[src/rtl/sram_port_arbiter.sv]
// -----------------------------------------------------------------------------
// sram_port_arbiter
//
// Shares one synchronous single-port SRAM between an instruction-fetch port
// (read only) and a data port (read/write). The data port wins conflicts
// unless the instruction port has been denied STARVE_LIMIT cycles in a row.
// The owner of each read is registered for one cycle so that the word the
// SRAM returns is steered only to the port that issued the read.
//
// Ports:
//   clk, resetn                       clock, asynchronous active-low reset
//   i_req/i_addr -> i_gnt             instruction request / accept
//   i_rvalid/i_rdata                  instruction read return
//   d_req/d_wen/d_addr/d_wdata        data request (d_wen==0 means read)
//   d_gnt, d_rvalid/d_rdata           data accept / read return
//   sram_en/wen/addr/wdata            shared SRAM drive
//   sram_rdata                        SRAM read data (one cycle after read)
//   conflict_cnt                      saturating count of i_req&d_req cycles
// -----------------------------------------------------------------------------
module sram_port_arbiter #(
  parameter int ADDR_W       = 32,
  parameter int DATA_W       = 32,
  parameter int STARVE_LIMIT = 4,
  parameter int CNT_W        = 16
) (
  input  logic                clk,
  input  logic                resetn,
  input  logic                i_req,
  input  logic [ADDR_W-1:0]   i_addr,
  output logic                i_gnt,
  output logic                i_rvalid,
  output logic [DATA_W-1:0]   i_rdata,
  input  logic                d_req,
  input  logic [DATA_W/8-1:0] d_wen,
  input  logic [ADDR_W-1:0]   d_addr,
  input  logic [DATA_W-1:0]   d_wdata,
  output logic                d_gnt,
  output logic                d_rvalid,
  output logic [DATA_W-1:0]   d_rdata,
  output logic                sram_en,
  output logic [DATA_W/8-1:0] sram_wen,
  output logic [ADDR_W-1:0]   sram_addr,
  output logic [DATA_W-1:0]   sram_wdata,
  input  logic [DATA_W-1:0]   sram_rdata,
  output logic [CNT_W-1:0]    conflict_cnt
);

  typedef enum logic [1:0] {
    IDLE = 2'd0,
    RD_I = 2'd1,
    RD_D = 2'd2
  } owner_e;

  owner_e             state_q, state_d;
  logic [3:0]         starve_q, starve_d;
  logic [CNT_W-1:0]   conflict_q, conflict_d;
  logic               starved;

  assign starved = (starve_q >= 4'(STARVE_LIMIT));

  // Grants are gated by resetn so nothing reaches the SRAM while in reset.
  assign i_gnt = resetn & i_req & (~d_req | starved);
  assign d_gnt = resetn & d_req & ~(i_req & starved);

  always_comb begin
    sram_en    = 1'b0;
    sram_wen   = '0;
    sram_addr  = '0;
    sram_wdata = '0;
    if (i_gnt) begin
      sram_en   = 1'b1;
      sram_addr = i_addr;
    end else if (d_gnt) begin
      sram_en    = 1'b1;
      sram_wen   = d_wen;
      sram_addr  = d_addr;
      sram_wdata = d_wdata;
    end
  end

  // Owner of the read issued this cycle; writes leave nothing to return.
  always_comb begin
    state_d = IDLE;
    if (i_gnt) begin
      state_d = RD_I;
    end else if (d_gnt && (d_wen == '0)) begin
      state_d = RD_D;
    end
  end

  always_comb begin
    starve_d = starve_q;
    if (!i_req || i_gnt) begin
      starve_d = 4'd0;
    end else if (starve_q != 4'hF) begin
      starve_d = starve_q + 4'd1;
    end
  end

  always_comb begin
    conflict_d = conflict_q;
    if (i_req && d_req && !(&conflict_q)) begin
      conflict_d = conflict_q + 1'b1;
    end
  end

  always_ff @(posedge clk or negedge resetn) begin
    if (!resetn) begin
      state_q    <= IDLE;
      starve_q   <= 4'd0;
      conflict_q <= '0;
    end else begin
      state_q    <= state_d;
      starve_q   <= starve_d;
      conflict_q <= conflict_d;
    end
  end

  // Return path: the registered owner selects which port sees sram_rdata.
  assign i_rvalid     = (state_q == RD_I);
  assign d_rvalid     = (state_q == RD_D);
  assign i_rdata      = i_rvalid ? sram_rdata : '0;
  assign d_rdata      = d_rvalid ? sram_rdata : '0;
  assign conflict_cnt = conflict_q;

endmodule

[config.mk]
export PLATFORM = sky130hd
export DESIGN_NAME = sram_port_arbiter
export DESIGN_NICKNAME = d
export VERILOG_FILES = /design/src/rtl/sram_port_arbiter.sv
export SDC_FILE = /design/constraint.sdc
export NUM_CORES = 1
export LEC_CHECK = 0
export CAP_MARGIN = 20
export CORE_AREA = 4 4 112 114
export DETAILED_ROUTE_END_ITERATION = 10
export DIE_AREA = 0 0 116 118
export PLACE_DENSITY = 0.67
export SLEW_MARGIN = 30
export SYNTH_ARGS = -nofsm -noshare
export SYNTH_HDL_FRONTEND = slang
export SYNTH_SLANG_ARGS = --single-unit
[constraint.sdc]
create_clock -name clk -period 2.3 [get_ports clk]
set_clock_uncertainty 0.2 [all_clocks]
set_input_delay 0.23 -clock clk [delete_from_list [all_inputs] [get_ports clk]]
set_output_delay 0.23 -clock clk [all_outputs]
set_load 0.02 [all_outputs]
# [After elaboration in Yosys (flattened, before gate mapping)]
# Cells that the tools add are included.
# Widths: inputs -> output; s select.
[word_totals] register_bits=22 elab_cells=40
[op_classes] addsub=2 bitwise=8 eq_ne=3 mux=14 order_cmp=1 reduce_logical=9
[ops] operator="$mux 32" count=6
[ops] operator="$add 16x1->16 const B" count=1
[ops] operator="$mux 4" count=4
[ops] operator="$reduce_and 16->1" count=1
[ops] operator="$and 1x1->1" count=5
[ops] operator="$add 4x1->4 const B" count=1
[ops] operator="$ge 4x3->1 const B" count=1
[ops] operator="$logic_not 4->1" count=1
[ops] operator="$mux 2" count=2
[ops] operator="$ne 4x4->1 const B" count=1
[ops] operator="$logic_and 1x1->1" count=3
[ops] operator="$eq 2x1->1 const B" count=1
[ops] operator="$eq 2x2->1 const B" count=1
[ops] operator="$logic_not 1->1" count=2
[ops] operator="$mux 1" count=2
[ops] operator="$not 1->1" count=2
[ops] operator="$reduce_bool 2->1" count=1
[ops] operator="$logic_or 1x1->1" count=1
[ops] operator="$or 1x1->1" count=1

# [Depth between registers and ports, before layout]
[depth] ltp_word=7 ltp_mapped=6 ltp_nobuf=5

# [Least setup slack after synthesis]
# OpenSTA, ideal clock, no wires.
[synth_timing] path_kind="flip-flop to output port" from="register starve_q[3]" to="output sram_wdata[26]" n_path_buf=2 path_slack_ns=0.330 t_arrival_ns=1.540 t_required_ns=1.870 stages_incl_launch_ff=6 cell_sequence="dfrtp_1 o21ai_0 and3_1 clkbuf_1 clkbuf_1 and2_1"
[synth_between] elab_chain_len=6 word_cells_on_any_way=8 classes_between="order compare (1); mux (2); bitwise (5)"
[synth_rtl] item="start: declaration" line_no="55" text="logic [3:0] starve_q, starve_d;"
[synth_rtl] item="start signal: assignment" line_no="114" text="starve_q <= starve_d;"
[synth_rtl] item="$ge 4x3->1" line_no="59" text="assign starved = (starve_q >= 4'(STARVE_LIMIT));"
[synth_rtl] item="$and 1x1->1" line_no="63" text="assign d_gnt = resetn & d_req & ~(i_req & starved);"
[synth_rtl] item="$not 1->1" line_no="63"
[synth_rtl] item="$and 1x1->1" line_no="63"
[synth_rtl] item="via d_gnt" line_no="37" text="output logic d_gnt,"
[synth_rtl] item="$mux 32" line_no="73" text="end else if (d_gnt) begin"
[synth_rtl] item="$mux 32" line_no="70" text="if (i_gnt) begin"
[synth_rtl] item="end: declaration" line_no="43" text="output logic [DATA_W-1:0] sram_wdata,"
# The timed path passes the listed nets, and every way through them passes these cells.

# [Worst setup path after layout]
[layout_timing] from="register starve_q[3]" to="output sram_addr[18]"
[layout_between] elab_chain_len=6 word_cells_on_any_way=8 classes_between="order compare (1); mux (2); bitwise (5)"
[layout_rtl] item="$ge 4x3->1 *" line_no="59"
[layout_rtl] item="$and 1x1->1" line_no="63"
[layout_rtl] item="$not 1->1" line_no="63"
[layout_rtl] item="$and 1x1->1" line_no="63"
[layout_rtl] item="$mux 32" line_no="73"
[layout_rtl] item="$mux 32 *" line_no="70"
[layout_rtl] item="end: declaration" line_no="42" text="output logic [ADDR_W-1:0] sram_addr,"
# Mark *: on every way between the ends. The rest lies on a longest branch, timed or not.

==> metrics.txt <==
run status finished clean; Die Ht 118 um; RePlAce Congestion 0.837; post-route cell area 5240 um^2; Pre-Repair DR Iteration Count 4; worst-case reg-to-reg path depth 4; initial antenna violation count 0; fin nets 677; register-to-register setup slack 0.23 ns; first-pass GRT wire length 16800 um; Max Slew Vio Count 0; largest net degree at the start of global routing 35; largest family of logic cells by synthesized area simple AND/OR/NAND/NOR gates; post-synthesis mux area share 1.20%; period utilisation layout 98.1%; simple-gate area share of the yosys netlist 44.0%; final setup fails 0; clock sinks 22; die footprint 13700 um^2; PD cells 337 nW/um^2; share of layout cells above drive strength 1 5.21%; flops & latches, synth 22; critical path peak fanout 27; # DRC 0; Min Hold Slack 0.153 ns; initial DRC count 88; Synth Net Count 388; clk_lat worst skew 0.25 ns; Seq/Total Area, Yosys 26.3%; asr flop ratio synth 100%; Port-buffer cells 288; Crit Reg-Reg Startpoint conflict_cnt[0]; Ys Warns 0; FP Rows 39; Post-Route WL 11700 um; Final Hold Viols 0; Vias 2969; ANT nets after route 0; DP Area 5240 um^2; dpl hpwl 10400 um; overall power 1.77 mW; Max Freq 0.443 GHz; hold crit path type primary input to asynchronous set/reset pin; slew margin rel. 64.9%; Final Core Density 45.8%; die width 116 um; maximum vdd ir drop 0.311 mV; Post-CTS Hold Buffers 0; wire per inst 17.3 um; reg-to-reg endpoint conflict_cnt[1]; number of global-route vias before repair 3023; max-cap violations 0; Setup WS post-layout 0.0428 ns; Worst Path Arrival 1.83 ns; grt ovf 0; multi-input logic area 1470 um^2; Syn Inst Count 250; Setup crit end kind output port; post-synthesis cell area 2090 um^2; CTS HTree Levels 1; Initial Util 18.3%; WP data required 1.87 ns; post-synthesis xor/xnor area fraction 6.70%; clk slew on worst S/H paths 0.06 ns; Post-Synth Adder-Cell Area 1.20%; ys flop type dfrtp_1; Total GRT Usage 15.7%; Via-to-Cell Ratio 4.37; fin crit period 2.26 ns; Post-synth EDFFs 0; IO Count 289; Core Area 11400 um^2; Syn Area/Cell 8.36 um^2; clk buf depth 2; # fillers 1136; register area 551 um^2; Synth cell types 30; CP startpoint kind register; number of buffers created by CTS 3; CTS tree done; slew of the pin with the lowest slew margin 0.521 ns; path type of the worst setup path register to output port; CTS root buf clkbuf_16; pre-CTS setup slack -0.203 ns; P&R area growth vs syn 150%; P_leak 2.49 nW; diodes inserted 0; compound-cell area share of the yosys netlist 16.9%
==> final cells by class <==
class | count | share of cell area [%]
multi-input combinational | 208 | 28.1
timing repair buffer | 302 | 56.4
clock buffer | 3 | 1.43
sequential | 22 | 10.5
tap | 143 | 3.42
inverter | 2 | 0.143
==> flip-flops by register name (all words and copies together) (netlist names) <==
register / cells
conflict_cnt: 16
starve_q: 4
state_q: 2
==> repair_timing <==
item,4_1_cts,5_1_grt
resized for setup,71,12
hold endpoints to repair,0,0
endpoints found under the setup margin,71,18
buffers inserted,0,0
==> stage by stage <==
step | instances | TNS [ns]
final | 680 | 0
after CTS | 680 | 0
after global routing | 680 | -0.0188
after global placement | 677 | -8.71
after detailed placement | 677 | -10.28
after floorplan | 250 | 0
==> cells in the final DEF (no fill, tap or decap), types with 3 or more instances in the layout <==
cell	n
nor4_1	6
xor2_1	11
and3_1	3
buf_12	4
clkbuf_2	3
xnor2_1	5
nor3_1	5
buf_4	9
clkbuf_16	3
nor2b_1	3
dfrtp_1	22
clkdlybuf4s50_1	214
nand3_1	6
dlymetal6s2s_1	4
dlygate4sd2_1	66
a22o_1	32
and2_1	102
nor2_1	9
nand2_1	6
==> kinds of logic (layout without fill, tap and decap cells) <==
group / Yosys count / in the layout
multiplexers: 2 / 2
buffers and inverters: 20 / 307
XOR/XNOR: 16 / 16
AO/OA/AOI/OAI: 38 / 38
AND/OR/NAND/NOR: 150 / 150
flip-flops: 22 / 22
adder cells (fa/ha/maj): 2 / 2
==> power breakdown <==
part | switching [mW] | internal [mW] | total, mW
clock network | 0.128 | 0.229 | 0.357
logic | 0.386 | 0.509 | 0.896
registers | 0.0734 | 0.440 | 0.513
total | 0.588 | 1.18 | 1.77
==> synth_stat cells (2+ instances only) <==
cell type / count / area share [%]
nand4_4: 2 / 2.0
nand3_1: 6 / 1.4
inv_1: 2 / 0.36
nor2_1: 9 / 1.6
nor4_1: 6 / 1.8
nor2b_1: 3 / 0.90
nor3_1: 5 / 1.2
dfrtp_1: 22 / 26
xnor2_1: 5 / 2.1
a22o_1: 32 / 13
xor2_1: 11 / 4.6
nand4_1: 2 / 0.60
clkbuf_1: 17 / 3.1
nand2_1: 6 / 1.1
ha_1: 2 / 1.2
and3_1: 4 / 1.2
or2_1: 2 / 0.60
and2_1: 102 / 31
==> metal layers <==
layer / vias to the layer above / track usage [%] / wire [um] / share of wire (%)
met1: 1333 / 15.1 / 3880 / 33
met2: 194 / 32.1 / 6410 / 55
met4: 0 / 2.83 / 137 / 1.2
met5: - / 0 / 0 / 0
li1: 1432 / - / - / -
met3: 10 / 4.68 / 1310 / 11
==> critical path: stages (launching register included) <==
cell and delay, ns:
dfrtp_1 0.40, nor2_1 0.11, nand2_1 0.07, and3_1 0.22, buf_12 0.17, a22o_1 0.26
dlygate4sd2_1 0.32
==> how the worst max path moves through the flow <==
stage,startpoint,end,slack (ns),depth (start not counted)
after CTS,starve_q[3],sram_en,0.002,6
after global routing,starve_q[3],sram_addr[30],-0.005,6
after detailed placement,resetn,sram_wdata[26],-0.20,5
after floorplan,starve_q[3],sram_wdata[26],0.33,5
final,starve_q[3],sram_addr[18],0.04,6
after global placement,d_req,sram_en,-0.17,6
Note: power is estimated with default switching activity, not from simulation.
